==> config.mk <==
export PLATFORM = sky130hd
export DESIGN_NAME = vga_pattern_gen
export DESIGN_NICKNAME = d
export VERILOG_FILES = /design/src/rtl/vga_timing_pkg.sv /design/src/rtl/key_debounce.sv /design/src/rtl/vga_pattern_gen.sv
export SDC_FILE = /design/constraint.sdc
export NUM_CORES = 1
export LEC_CHECK = 0
export ABC_AREA = 1
export CAP_MARGIN = 30
export CORE_UTILIZATION = 40
export DETAILED_ROUTE_END_ITERATION = 12
export SLEW_MARGIN = 20
export SYNTH_ARGS = -nofsm -noshare
export SYNTH_HDL_FRONTEND = slang
export SYNTH_SLANG_ARGS = --single-unit
==> constraint.sdc <==
create_clock -name CLK -period 4.8 [get_ports CLK]
set_input_delay 0.48 -clock CLK [delete_from_list [all_inputs] [get_ports CLK]]
set_output_delay 0.48 -clock CLK [all_outputs]
set_load 0.005 [all_outputs]
==> src/rtl/vga_timing_pkg.sv <==
// Timing presets, pattern-mode encoding and colour helpers shared by the VGA pattern generator.
// Presets are plain integers so they can seed module parameters directly.
package vga_timing_pkg;

  // 1920x1080@60, positive sync polarity
  localparam int T1080_H_ACTIVE = 1920;
  localparam int T1080_H_FP     = 88;
  localparam int T1080_H_SYNC   = 44;
  localparam int T1080_H_BP     = 148;
  localparam int T1080_V_ACTIVE = 1080;
  localparam int T1080_V_FP     = 4;
  localparam int T1080_V_SYNC   = 5;
  localparam int T1080_V_BP     = 36;
  localparam bit T1080_HS_POL   = 1'b1;
  localparam bit T1080_VS_POL   = 1'b1;

  // 640x480@60, negative sync polarity
  localparam int T480_H_ACTIVE = 640;
  localparam int T480_H_FP     = 16;
  localparam int T480_H_SYNC   = 96;
  localparam int T480_H_BP     = 48;
  localparam int T480_V_ACTIVE = 480;
  localparam int T480_V_FP     = 10;
  localparam int T480_V_SYNC   = 2;
  localparam int T480_V_BP     = 33;
  localparam bit T480_HS_POL   = 1'b0;
  localparam bit T480_VS_POL   = 1'b0;

  typedef enum logic [1:0] {
    MODE_VBAR  = 2'd0,
    MODE_HBAR  = 2'd1,
    MODE_XOR   = 2'd2,
    MODE_CHECK = 2'd3
  } mode_e;

  typedef enum logic {
    DEB_RELEASED = 1'b0,
    DEB_PRESSED  = 1'b1
  } deb_state_e;

  // Bar index 0 is the brightest (white) bar; pixels beyond the last bar are black.
  function automatic logic [2:0] bar_colour(input logic [2:0] idx, input logic in_bars);
    return in_bars ? (3'd7 - idx) : 3'd0;
  endfunction

endpackage

==> src/rtl/key_debounce.sv <==
// Two-flop synchroniser and debounce counter for an active-low key.
// One-cycle press after DEB_CYCLES stable-low cycles; re-arms after DEB_CYCLES stable-high cycles.
module key_debounce
  import vga_timing_pkg::*;
#(
  parameter int DEB_CYCLES = 16
) (
  input  logic clk_i,
  input  logic rst_i,
  input  logic key_n_i,
  output logic press_o
);

  localparam int CNT_W = $clog2(DEB_CYCLES + 1);
  localparam logic [CNT_W-1:0] CNT_LAST = CNT_W'(DEB_CYCLES - 1);

  logic [1:0]       sync_q;
  deb_state_e       state_q, state_d;
  logic [CNT_W-1:0] cnt_q, cnt_d;
  logic             key_lvl;

  assign key_lvl = sync_q[1];

  always_ff @(posedge clk_i or posedge rst_i) begin
    if (rst_i) begin
      sync_q  <= 2'b11;
      state_q <= DEB_RELEASED;
      cnt_q   <= '0;
    end else begin
      sync_q  <= {sync_q[0], key_n_i};
      state_q <= state_d;
      cnt_q   <= cnt_d;
    end
  end

  // Any sample at the resting level restarts the count, so short glitches never qualify.
  always_comb begin
    state_d = state_q;
    cnt_d   = '0;
    press_o = 1'b0;
    case (state_q)
      DEB_RELEASED: begin
        if (!key_lvl) begin
          if (cnt_q == CNT_LAST) begin
            state_d = DEB_PRESSED;
            press_o = 1'b1;
          end else begin
            cnt_d = cnt_q + 1'b1;
          end
        end
      end
      DEB_PRESSED: begin
        if (key_lvl) begin
          if (cnt_q == CNT_LAST) begin
            state_d = DEB_RELEASED;
          end else begin
            cnt_d = cnt_q + 1'b1;
          end
        end
      end
      default: state_d = DEB_RELEASED;
    endcase
  end

endmodule

==> src/rtl/vga_pattern_gen.sv <==
// Parametrised VGA timing and test-pattern generator; all outputs registered, one cycle behind (h,v).
// Key presses are latched and applied only at the last pixel of a frame, so frames never tear.
module vga_pattern_gen
  import vga_timing_pkg::*;
#(
  parameter int H_ACTIVE   = T1080_H_ACTIVE,
  parameter int H_FP       = T1080_H_FP,
  parameter int H_SYNC     = T1080_H_SYNC,
  parameter int H_BP       = T1080_H_BP,
  parameter int V_ACTIVE   = T1080_V_ACTIVE,
  parameter int V_FP       = T1080_V_FP,
  parameter int V_SYNC     = T1080_V_SYNC,
  parameter int V_BP       = T1080_V_BP,
  parameter bit HS_POL     = T1080_HS_POL,
  parameter bit VS_POL     = T1080_VS_POL,
  parameter int CW         = 1,
  parameter int CHK_LOG2   = 5,
  parameter int DEB_CYCLES = 16
) (
  input  logic                                                 CLK,
  input  logic                                                 RESET,
  input  logic                                                 KEYA,
  output logic                                                 VGA_HS,
  output logic                                                 VGA_VS,
  output logic                                                 VGA_DE,
  output logic [CW-1:0]                                        VGA_R,
  output logic [CW-1:0]                                        VGA_G,
  output logic [CW-1:0]                                        VGA_B,
  output logic [$clog2(H_ACTIVE+H_FP+H_SYNC+H_BP)-1:0]         PIX_X,
  output logic [$clog2(V_ACTIVE+V_FP+V_SYNC+V_BP)-1:0]         PIX_Y,
  output logic                                                 FRAME_START,
  output logic [1:0]                                           MODE
);

  localparam int H_TOTAL = H_ACTIVE + H_FP + H_SYNC + H_BP;
  localparam int V_TOTAL = V_ACTIVE + V_FP + V_SYNC + V_BP;
  localparam int HW      = $clog2(H_TOTAL);
  localparam int VW      = $clog2(V_TOTAL);
  localparam int BW      = H_ACTIVE / 8;
  localparam int BH      = V_ACTIVE / 8;

  localparam logic [HW-1:0] H_LAST     = HW'(H_TOTAL - 1);
  localparam logic [HW-1:0] H_ACT      = HW'(H_ACTIVE);
  localparam logic [HW-1:0] HS_START   = HW'(H_ACTIVE + H_FP);
  localparam logic [HW-1:0] HS_END     = HW'(H_ACTIVE + H_FP + H_SYNC);
  localparam logic [HW-1:0] H_BARS_END = HW'(8 * BW);
  localparam logic [VW-1:0] V_LAST     = VW'(V_TOTAL - 1);
  localparam logic [VW-1:0] V_ACT      = VW'(V_ACTIVE);
  localparam logic [VW-1:0] VS_START   = VW'(V_ACTIVE + V_FP);
  localparam logic [VW-1:0] VS_END     = VW'(V_ACTIVE + V_FP + V_SYNC);
  localparam logic [VW-1:0] V_BARS_END = VW'(8 * BH);

  logic [HW-1:0] h_q, h_d;
  logic [VW-1:0] v_q, v_d;
  mode_e         mode_q, mode_d;
  logic          pending_q, pending_d;
  logic          press;
  logic          h_last, frame_last;

  logic          hs_act, vs_act, de;
  logic [2:0]    h_bar, v_bar, c0, c1, colour;

  logic          hs_q, vs_q, de_q, fs_q;
  logic [CW-1:0] r_q, g_q, b_q;
  logic [HW-1:0] x_q;
  logic [VW-1:0] y_q;
  logic [1:0]    mode_out_q;

  key_debounce #(
    .DEB_CYCLES(DEB_CYCLES)
  ) u_key (
    .clk_i  (CLK),
    .rst_i  (RESET),
    .key_n_i(KEYA),
    .press_o(press)
  );

  assign h_last     = (h_q == H_LAST);
  assign frame_last = h_last && (v_q == V_LAST);

  always_comb begin
    h_d = h_last ? '0 : h_q + 1'b1;
    v_d = v_q;
    if (h_last) begin
      v_d = (v_q == V_LAST) ? '0 : v_q + 1'b1;
    end
  end

  // Only one pending flag: extra presses in the same frame collapse into a single advance.
  always_comb begin
    pending_d = pending_q | press;
    mode_d    = mode_q;
    if (frame_last) begin
      pending_d = 1'b0;
      if (pending_q || press) begin
        mode_d = mode_e'(mode_q + 2'd1);
      end
    end
  end

  always_ff @(posedge CLK or posedge RESET) begin
    if (RESET) begin
      h_q       <= '0;
      v_q       <= '0;
      mode_q    <= MODE_VBAR;
      pending_q <= 1'b0;
    end else begin
      h_q       <= h_d;
      v_q       <= v_d;
      mode_q    <= mode_d;
      pending_q <= pending_d;
    end
  end

  assign hs_act = (h_q >= HS_START) && (h_q < HS_END);
  assign vs_act = (v_q >= VS_START) && (v_q < VS_END);
  assign de     = (h_q < H_ACT) && (v_q < V_ACT);

  // Bar index = number of bar boundaries already passed.
  always_comb begin
    h_bar = 3'd0;
    v_bar = 3'd0;
    for (int i = 1; i < 8; i++) begin
      if (h_q >= HW'(i * BW)) h_bar = 3'(i);
      if (v_q >= VW'(i * BH)) v_bar = 3'(i);
    end
  end

  always_comb begin
    c0     = bar_colour(h_bar, h_q < H_BARS_END);
    c1     = bar_colour(v_bar, v_q < V_BARS_END);
    colour = 3'd0;
    case (mode_q)
      MODE_VBAR:  colour = c0;
      MODE_HBAR:  colour = c1;
      MODE_XOR:   colour = c0 ^ c1;
      MODE_CHECK: colour = {3{h_q[CHK_LOG2] ^ v_q[CHK_LOG2]}};
      default:    colour = c0;
    endcase
    if (!de) colour = 3'd0;
  end

  always_ff @(posedge CLK or posedge RESET) begin
    if (RESET) begin
      hs_q       <= ~HS_POL;
      vs_q       <= ~VS_POL;
      de_q       <= 1'b0;
      r_q        <= '0;
      g_q        <= '0;
      b_q        <= '0;
      x_q        <= '0;
      y_q        <= '0;
      fs_q       <= 1'b0;
      mode_out_q <= 2'd0;
    end else begin
      hs_q       <= hs_act ? HS_POL : ~HS_POL;
      vs_q       <= vs_act ? VS_POL : ~VS_POL;
      de_q       <= de;
      r_q        <= {CW{colour[2]}};
      g_q        <= {CW{colour[1]}};
      b_q        <= {CW{colour[0]}};
      x_q        <= h_q;
      y_q        <= v_q;
      fs_q       <= (h_q == '0) && (v_q == '0);
      mode_out_q <= mode_q;
    end
  end

  assign VGA_HS      = hs_q;
  assign VGA_VS      = vs_q;
  assign VGA_DE      = de_q;
  assign VGA_R       = r_q;
  assign VGA_G       = g_q;
  assign VGA_B       = b_q;
  assign PIX_X       = x_q;
  assign PIX_Y       = y_q;
  assign FRAME_START = fs_q;
  assign MODE        = mode_out_q;

endmodule
Word level (Yosys, flattened, before mapping)
Cells that the tools add are included.
W data, S select, Z words.

word-level totals
  logic and storage cells = 96
  bits in registers = 66
  input bits = 3

cells by class
  reduce and logical (&&, ||, !) cells = 10
  order comparisons = 20
  bitwise logic cells = 4
  equal/unequal tests = 6
  add/sub/neg operators = 6
  multiplexer cells = 33

operator list
  kind                     number
  $ge A12 B11 Y1 const B   4
  $mux W3                  15
  $ge A11 B10 Y1 const B   4
  $ge A12 B10 Y1 const B   2
  $ge A11 B9 Y1 const B    2
  $lt A11 B11 Y1 const B   2
  $mux W5                  3
  $add A12 B1 Y12 const B  1
  $eq A12 B12 Y1 const B   1
  $ge A12 B8 Y1 const B    1
  $ge A12 B9 Y1 const B    1
  $logic_not A12 Y1        1
  $lt A12 B11 Y1 const B   1
  $lt A12 B12 Y1 const B   1
  $mux W12                 1
  $pmux W3 S4              1
  $add A11 B1 Y11 const B  1
  $eq A11 B11 Y1 const B   1
  $ge A11 B11 Y1 const B   1
  $ge A11 B8 Y1 const B    1
  $logic_not A11 Y1        1
  $mux W11                 1
  $mux W1                  10
  $pmux W5 S2              1
  15 further kinds         21

Depth between registers and ports, before layout
Gate-level depths: netlist (run 1).

  depth after elaboration = 13
  gate-level depth with buffers = 15

Modules after synthesis
From an unflattened synthesis (run 1), not the netlist that was laid out.

unflattened totals
  cells, all modules = 401
  area, all modules = 3278.1 sq um

by module, submodules not included
  module           seq. area each (sq um)  cells each  area each (sq um)  times used
  vga_pattern_gen  1451.4                  363         2941.6             1
  key_debounce     202.7                   38          336.6              1

Least setup slack after synthesis (run 1)
OpenSTA, ideal clock, no wires.

  path type = register to register
  start point = register h_q[0]
  end point = register mode_q[0]
  clock period less this slack = 1.593 ns
  slack = 3.207 ns
  data required time = 4.677 ns
  arrival = 1.470 ns
  cell stages (with the launch flop) = 9
  path buffers = 1
  path through = dfrtp_1 > ha_1 > nand2_1 > nor3_1 > nand3_1 > buf_2 > nor3_4 > nand2_2 > xor2_1

on the way
  cells in the longest elaborated chain, start to end = 3

RTL lines
  item                         RTL line                source
  start: declaration           vga_pattern_gen.sv:53   logic [HW-1:0] h_q, h_d;
  start signal: assignment     vga_pattern_gen.sv:103  h_q <= '0;
  start signal: assignment     vga_pattern_gen.sv:108  h_q <= h_d;
  $eq A12 B12 Y1               vga_pattern_gen.sv:78   assign h_last = (h_q == H_LAST);
  $logic_and A1 B1 Y1          vga_pattern_gen.sv:79   assign frame_last = h_last && (v_q == V_LAST);
  $reduce_and A2 Y1 (no line)  --
  end signal: assignment       vga_pattern_gen.sv:110  mode_q <= mode_d;
  end: declaration             vga_pattern_gen.sv:55   mode_e mode_q, mode_d;

No other way between the ends.
A chain may end at the register's enable or synchronous reset.

Worst setup path after layout (run 1)
  start point = register h_q[0]
  end point = register v_q[10]

on the way
  cells in the longest elaborated chain, start to end = 1

RTL lines
  item                    RTL line                source
  $eq A12 B12 Y1          vga_pattern_gen.sv:78
  end signal: assignment  vga_pattern_gen.sv:109  v_q <= v_d;
  end: declaration        vga_pattern_gen.sv:54   logic [VW-1:0] v_q, v_d;

No other way between the ends.

==> results.json, run 1 <==
{
  "seqCellArea_um2": 1654,
  "grt_start_max_net_pins": 67,
  "drtAntennaViolNets": 0,
  "clock_sinks": 66,
  "worst_setup_path_start_kind": "register",
  "wl_per_cell_um": 14.18,
  "drive_above_1_share": 0.1007,
  "clk_latency_ns": 0.35,
  "critPathMaxFanout": 12,
  "p_switching_mw": 0.2225,
  "dieArea_um2": 8766,
  "die_w_um": 93.63,
  "clock_power_share": 0.478,
  "fin_worst_skew_ns": 0.01281,
  "fp.coreArea_um2": 8175,
  "internal_power_mw": 0.8859,
  "netlist_instances": 404,
  "root_buffer": "clkbuf_8",
  "antenna_cells": 0,
  "worst_pin_slew_ns": 0.8199,
  "rows": 33,
  "grt_pass1_wl_um": 13170,
  "drtIter0Drc": 174,
  "dp_hpwl_um": 5609,
  "gp_congestion": 0.9130,
  "area_growth_pct": 19.08,
  "cts_buffers": 9,
  "power.total_mw": 1.108,
  "fp.dieH_um": 93.63,
  "yosys_most_used_dff": "dfrtp_1",
  "cts_tree": "built",
  "rsz0062_at_grt": "no",
  "min_period_ns": 2.292,
  "crit_arrival_ns": 2.50,
  "netlist_area_um2": 3358,
  "layout_commonest_cell": "nand2_1",
  "avgSynthCellArea_um2": 8.312,
  "overflow": 0,
  "via_per_inst": 5.011,
  "vias": 2766,
  "required_ns": 5.01,
  "multiInputGateArea_um2": 1398,
  "swShare": 0.2007,
  "powerDensity_nw_per_um2": 277.2,
  "port_buffers": 34,
  "holdWs_ns": 0.3592,
  "combPwrFrac": 0.016,
  "fill_cells": 787,
  "post_cts_buffers": 0,
  "finalSetupViolations": 0,
  "antenna_found_initial": 0,
  "cp-end-kind": "register",
  "async_reset_ff_frac": 1.000,
  "peakVddDrop_mv": 0.1957,
  "drv_cap": 0,
  "path_clk_slew_ns": 0.08,
  "hold_viol": 0,
  "yosysWarnings": 0,
  "syn_nets": 417,
  "ys_ff_latch": 66,
  "cellLeakagePower_nw": 2.024,
  "mostFrequentLayoutCells": "nand2_1 (67), dfrtp_1 (64), nor2_1 (62)",
  "synth_seq_area_share": 0.4925,
  "fmax_ghz": 0.4363,
  "ys_types": 41,
  "drc": 0,
  "hold_path_class": "register to register",
  "ctsHoldBuffers": 0,
  "initial_core_util": 0.4108,
  "status": "complete, no violations",
  "slew_viol_final": 0,
  "grt_usage": 0.2005,
  "grt_pass1_vias": 2695,
  "relSlewSlack": 0.4534,
  "post_cts_resized": 0,
  "dr.pass1.iters": 5,
  "wl_um": 7826,
  "synth_edf_count": 0,
  "htreeDepth": 3,
  "path_class": "register to register",
  "io_pins": 35,
  "nets": 455,
  "fin_setup_tns_ns": 0,
  "period_share": 0.4774,
  "seqPwrFrac": 0.507,
  "cts_max_path_buffers": 2
}
critical path, cell delays in order (launching register included):
cell and delay, ns:
dfrtp_1 0.39, ha_1 0.22, nand2_1 0.09, nor3_1 0.18, nand3_1 0.46, nor2_1 0.29
nand2_1 0.12, nor2_1 0.14, nand2_1 0.08, nor2_1 0.12, nor3b_2 0.05
through the flow:
stage                     setup WS (ns)  cells    util  instance area (µm²)
after global placement            2.600    536  0.4619                 3776
final                             2.508    552  0.4891                 3999
after detailed placement          2.543    536  0.4619                 3776
after floorplan                   2.669    404       -                 3358
after global routing              2.207    552  0.4891                 3999
after CTS                         2.516    552  0.4891                 3999
routing by layer:
layer / vias up / wire length (µm) / track usage / share of wire
met2: 87 / 3625 / 0.3150 / 0.46
met3: 15 / 353 / 0.05285 / 0.045
met4: 0 / 134 / 0.07051 / 0.017
li1: 1366 / - / - / -
met5: - / 0 / 0 / 0
met1: 1298 / 3712 / 0.2671 / 0.47
final timing paths:
check,end,cells after the start,start,slack [ns]
max in group asynchronous,PIX_X[10],3,RESET,3.57
setup reg to reg,v_q[10],10,h_q[0],2.51
hold reg to reg,u_key.sync_q[1],0,u_key.sync_q[0],0.36
hold / removal,u_key.sync_q[1],0,u_key.sync_q[0],0.36
min in group asynchronous,PIX_Y[6],3,RESET,0.69
setup / recovery,v_q[10],10,h_q[0],2.51
power groups by stage:
stage          Sequential [mW]  Combinational [mW]  Clock, mW
6_report                 0.562              0.0174      0.529
5_1_grt                  0.561              0.0212      0.568
4_1_cts                  0.561              0.0188      0.547
3_5_place_dp             0.572              0.0188          0
3_3_place_gp             0.572              0.0181          0
2_1_floorplan            0.572              0.0123          0
synthesized netlist by cell type (2+ instances only):
cell type / instances / area, µm²
dfstp_2: 2 / 52.55
nor3_1: 14 / 70.07
o21ai_1: 5 / 25.02
nor2_2: 3 / 18.77
or2_1: 2 / 12.51
nand3_1: 30 / 150.1
buf_6: 3 / 33.78
inv_4: 2 / 12.51
ha_1: 10 / 125.1
nor2_1: 62 / 232.7
o21ai_0: 15 / 75.07
nand2_1: 67 / 251.5
dfrtp_1: 64 / 1602
inv_1: 53 / 198.9
o211ai_1: 2 / 15.01
xnor2_1: 2 / 17.52
nand2_2: 4 / 25.02
xor2_1: 8 / 70.07
inv_2: 9 / 33.78
a21oi_1: 10 / 50.05
nand4_1: 7 / 43.79
buf_2: 4 / 20.02
nand3b_1: 3 / 22.52
a31oi_1: 3 / 18.77
nor3_2: 2 / 20.02
a21oi_2: 3 / 26.28
area by class of cell:
cell class              instances  area share
repair buffers                 35     0.08698
clock inverters                 2     0.01502
clock buffers                  14     0.04068
inverters                      64     0.06133
multi-input cells             266      0.3495
well taps                     105     0.03285
flip-flops and latches         66      0.4136
cells by family (layout without fill, tap and decap cells):
kind of cell | Yosys count | after routing | share of synthesized area
AND/OR/NAND/NOR | 201 | 201 | 0.2731
buffers and inverters | 72 | 115 | 0.09128
flip-flops | 66 | 66 | 0.4925
AO/OA/AOI/OAI | 45 | 45 | 0.07974
adder cells (fa/ha/maj) | 10 | 10 | 0.03726
XOR/XNOR | 10 | 10 | 0.02608
flip-flops by register name (all words and copies together), names as in the netlist, 2 cells and up, named ones only:
name          cells
PIX_X            12
v_q              11
mode_q            2
MODE              2
u_key.sync_q      2
u_key.cnt_q       5
PIX_Y            11
h_q              12
(Power assumes the default switching activity.)
==> run 2: changes to the inputs <==
- clock period: 4.8 -> 1.95 ns (I/O delays scaled with it)
==> run 2 against run 1 <==
  * Register-to-register slack worse by 2.4 ns
  * Highest routed layer unchanged
  * Clock power increased by 120%
  * First-iteration DRC count shrank 10%
  * Flip-flop and latch count did not move
  * Non-clock buffer count increased by 16
  * Sequential power is 150% higher
==> results.json, run 2 (synthesized netlist as in run 1, its figures left out) <==
{
  "via_per_inst": 5.014,
  "dr.pass1.iters": 5,
  "drc": 0,
  "layout_commonest_cell": "nand2_1",
  "dieArea_um2": 8766,
  "min_period_ns": 1.803,
  "io_pins": 35,
  "fmax_ghz": 0.5545,
  "hold_path_class": "input pin to async pin",
  "port_buffers": 34,
  "rrSetupSlack_ns": 0.15,
  "overflow": 0,
  "nets": 471,
  "grt_usage": 0.2010,
  "drv_cap": 0,
  "dp_hpwl_um": 6063,
  "path_clk_slew_ns": 0.08,
  "crit_arrival_ns": 2.05,
  "wl_um": 8117,
  "antenna_cells": 0,
  "peakVddDrop_mv": 0.3719,
  "area_growth_pct": 23.17,
  "drtAntennaViolNets": 0,
  "r2r-end": "VGA_G",
  "hold_viol": 0,
  "path_cells": "nor2_2 > inv_1 > nor2_1 > inv_1 > o21ai_1 > or2_1 > nand3_1 > a31oi_1",
  "worst_setup_path_start_kind": "register",
  "timing.rr.start": "h_q[11]",
  "vias": 2848,
  "wl_per_cell_um": 14.29,
  "post_cts_buffers": 0,
  "required_ns": 2.20,
  "antenna_found_initial": 0,
  "clk_latency_ns": 0.34,
  "holdWs_ns": 0.2403,
  "crit_buf_inv": 2,
  "die_w_um": 93.63,
  "htreeDepth": 3,
  "grt_pass1_wl_um": 13250,
  "slowest_delay_ns": 0.48,
  "period_share": 0.9249,
  "critPathLaunch": "h_q[11]",
  "rows": 33,
  "drive_above_1_share": 0.1685,
  "finalSetupViolations": 0,
  "grt_start_max_net_pins": 67,
  "fp.dieH_um": 93.63,
  "mostFrequentLayoutCells": "nand2_1 (66), nor2_1 (59), dfrtp_1 (57)",
  "fin_worst_skew_ns": 0.01617,
  "grt_pass1_vias": 2723,
  "cts_tree": "built",
  "fp.coreArea_um2": 8175,
  "reg2reg_depth": 8,
  "powerDensity_nw_per_um2": 621.8,
  "slowest_stage": "dfrtp_1",
  "slew_viol_final": 0,
  "final_core_util": 0.5060,
  "cellLeakagePower_nw": 2.076,
  "fill_cells": 811,
  "drtIter0Drc": 156,
  "cts_max_path_buffers": 2,
  "relSlewSlack": 0.7338,
  "critPathMaxFanout": 7,
  "status": "complete, no violations",
  "initial_core_util": 0.4108,
  "critical-path-top-delay-family": "simple AND/OR/NAND/NOR gates",
  "root_buffer": "clkbuf_8",
  "clock_sinks": 66,
  "cts_buffers": 9,
  "path_class": "register to register",
  "gp_congestion": 0.9074,
  "path_common_cell": "inv_1",
  "worst_pin_slew_ns": 0.3962,
  "cp-end-kind": "register"
}
-- run 2: changes by cell type in the layout (fill, tap and decap cells not counted), moves of 2 or more --
cell        change
buf_4          +15
dfrtp_1         -7
dfrtp_2         +7
clkbuf_1        -3
clkinvlp_4      +3
nor2_1          -3
nor2_2          +3
clkbuf_8        -2
inv_6           +2
-- run 2: tightest hold or removal path: stages --
cell	delay, ns
clkdlybuf4s50_1	0.41
inv_2	0.07
buf_12	0.30
-- run 2: metrics by stage --
step	total power [mW]	TNS (ns)	instance area (µm²)	cells	setup WS [ns]
floorplan	1.437	0	3358	404	0.1035
global placement	1.456	0	3909	552	0.1026
detailed placement	1.457	0	3909	552	0.1180
CTS	2.624	0	4108	568	0.08403
global route	2.674	-0.01502	4136	568	-0.01502
finish	2.572	0	4136	568	0.1465
-- run 2: area by class of cell --
type	count	area [µm²]	area share
inverters	64	245.2	0.05929
clock inverters	7	75.07	0.01815
flip-flops and latches	66	1663	0.4020
multi-input cells	266	1418	0.3427
well taps	105	131.4	0.03176
repair buffers	51	480.5	0.1162
clock buffers	9	123.9	0.02995
-- run 2: where the power goes --
group / internal, mW / switching, mW / total (mW)
clock network: 0.596 / 0.549 / 1.14
registers: 1.38 / 0.00476 / 1.38
logic: 0.0136 / 0.0326 / 0.0462
total: 1.99 / 0.586 / 2.57
-- run 2: metal layers --
metal / up-vias / share of wire / GRT usage
met4: 0 / 0.013 / 0.06282
met2: 80 / 0.48 / 0.3223
met5: - / 0 / 0
li1: 1401 / - / -
met3: 11 / 0.040 / 0.04065
met1: 1356 / 0.47 / 0.2732
-- run 2: worst max path at each step --
stage | endpoint | slack [ns] | cells past startpoint
after global routing | VGA_B | -0.02 | 13
after CTS | VGA_B | 0.08 | 12
after detailed placement | VGA_G | 0.12 | 9
after global placement | VGA_G | 0.10 | 8
after floorplan | FRAME_START | 0.10 | 1
final | VGA_G | 0.15 | 8
-- run 2: timing repair --
action / 4_1_cts / 5_1_grt
setup endpoints to repair: 0 / 10
hold buffers: 0 / 0
gates resized for setup: 0 / 14
==> run 3: changes to the inputs <==
- CORE_UTILIZATION: 40 -> 45
- PLACE_DENSITY: not set -> 0.68
==> run 3 against run 2 <==
  * Maximum frequency is 0.10% higher
  * Non-clock buffer count is 3 lower
  * Clock-buffer cell count is 3 higher
  * Critical endpoint is now VGA_B
  * Utilization is 6.0 points higher
  * Sequential power hardly changed
  * Setup slack better by 0.0018 ns
  * Wire length is 4.7% lower
  * Clock power is 9% lower
  * Via count is 0.53% lower
  * Highest routed layer unchanged
  * Design area is 1.2% lower
==> results.json, run 3 (synthesized netlist as in run 1, its figures left out) <==
{
  "worst_setup_path_start_kind": "register",
  "htreeDepth": 3,
  "rsz0062_at_grt": "yes",
  "root_buffer": "clkbuf_8",
  "fp.dieH_um": 88.39,
  "slowest_delay_ns": 0.47,
  "path_cells": "inv_2 > nand2_2 > nor2_1 > inv_1 > o21ai_1 > nand2_1 > nand2_1 > nand2_1 > nand2_1 > nand2_1 > nand3_1 > nand3_1 > a21oi_2",
  "grt_pass1_wl_um": 12770,
  "path_common_cell": "nand2_1",
  "relSlewSlack": 0.7351,
  "reg2reg_depth": 13,
  "slew_viol_final": 0,
  "dp_hpwl_um": 5729,
  "layout_commonest_cell": "nand2_1",
  "hold_path_class": "input pin to async pin",
  "cp-end-kind": "register",
  "powerDensity_nw_per_um2": 603.7,
  "rows": 31,
  "fin_ws_ns": 0.1483,
  "drc": 0,
  "post_cts_resized": 0,
  "peakVddDrop_mv": 0.4233,
  "clk_latency_ns": 0.34,
  "critical-path-top-delay-family": "simple AND/OR/NAND/NOR gates",
  "cts_buffers": 9,
  "drtAntennaViolNets": 0,
  "path_clk_slew_ns": 0.07,
  "mostFrequentLayoutCells": "nand2_1 (66), nor2_1 (60), dfrtp_1 (58)",
  "slowest_stage": "dfrtp_1",
  "cts_tree": "built",
  "placed_cell_area_um2": 3879,
  "period_share": 0.9239,
  "grt_start_max_net_pins": 67,
  "dp_slack_ns": 0.1173,
  "clock_sinks": 66,
  "worst_pin_slew_ns": 0.3943,
  "gp_congestion": 0.9267,
  "fp.coreArea_um2": 7214,
  "die_w_um": 88.39,
  "timing.rr.start": "v_q[10]",
  "fmax_ghz": 0.5550,
  "wl_per_cell_um": 13.84,
  "hold_viol": 0,
  "wl_um": 7734,
  "post_cts_buffers": 0,
  "via_per_inst": 5.068,
  "dieArea_um2": 7812,
  "port_buffers": 34,
  "drtIter0Drc": 213,
  "drv_cap": 0,
  "dr.pass1.iters": 5,
  "grt_usage": 0.2181,
  "worst-path-stages": 13,
  "initial_core_util": 0.4655,
  "cellLeakagePower_nw": 2.064,
  "finalInstanceArea_um2": 4085,
  "r2r-end": "VGA_B",
  "io_pins": 35,
  "min_period_ns": 1.802,
  "path_class": "register to register",
  "crit_arrival_ns": 2.06,
  "vias": 2833,
  "required_ns": 2.21,
  "fin_worst_skew_ns": 0.008090,
  "cts_max_path_buffers": 2,
  "antenna_found_initial": 0,
  "ctsHoldBuffers": 0,
  "critPathMaxFanout": 7,
  "grt_pass1_vias": 2680,
  "crit_buf_inv": 2,
  "overflow": 0,
  "rrSetupSlack_ns": 0.15,
  "finalSetupViolations": 0,
  "area_growth_pct": 21.65,
  "drive_above_1_share": 0.1543,
  "nets": 468,
  "antenna_cells": 0,
  "status": "complete, no violations"
}
run 3: changes by cell type in the layout (fill, tap and decap cells not counted), sizes merged:
cell / before / now
buf: 17 / 14
clkinvlp: 3 / 1
clkbuf: 9 / 12
clkinv: 1 / 2
bufinv: 1 / 0
inv: 66 / 65
run 3: routing by layer:
layer  vias up  part of all wire  global-route usage
li1       1391                 -                   -
met1      1319              0.45              0.2950
met2       110              0.47              0.3427
met3        13             0.060             0.04478
met4         0             0.015             0.08944
met5         -                 0                   0
run 3: power breakdown:
group	internal [mW]	switching, mW	total, mW
sequential	1.38	0.00451	1.38
clock	0.531	0.507	1.04
combinational	0.0136	0.0324	0.0460
total	1.92	0.544	2.47
run 3: cell type report:
cell class	count	area [µm²]
Multi-Input combinational cell	266	1415
Clock buffer	12	155.1
Tap cell	99	123.9
Fill cell	686	3129
Sequential cell	66	1662
Clock inverter	4	26.28
Inverter	64	245.2
Timing Repair Buffer	48	457.9
run 3: metrics by stage:
stage / TNS (ns) / instances / util / hold WS [ns] / total power, mW
floorplan: 0 / 404 / - / 0.1995 / 1.437
global placement: 0 / 543 / 0.5376 / 0.3476 / 1.455
detailed placement: 0 / 543 / 0.5376 / 0.3496 / 1.457
CTS: 0 / 559 / 0.5628 / 0.2457 / 2.513
global route: -0.02996 / 559 / 0.5663 / 0.2509 / 2.580
finish: 0 / 559 / 0.5663 / 0.2351 / 2.466
run 3: worst max-delay path by stage:
stage | to | startpoint | slack, ns
global route | VGA_B | v_q[0] | -0.02
global placement | mode_q[0] | v_q[5] | 0.13
finish | VGA_B | v_q[10] | 0.15
floorplan | FRAME_START | RESET | 0.10
detailed placement | VGA_B | v_q[5] | 0.12
CTS | VGA_B | v_q[5] | 0.10
run 3: tightest hold or removal path, stage by stage:
cell	delay [ns]
clkdlybuf4s50_1	0.41
inv_2	0.07
buf_12	0.29
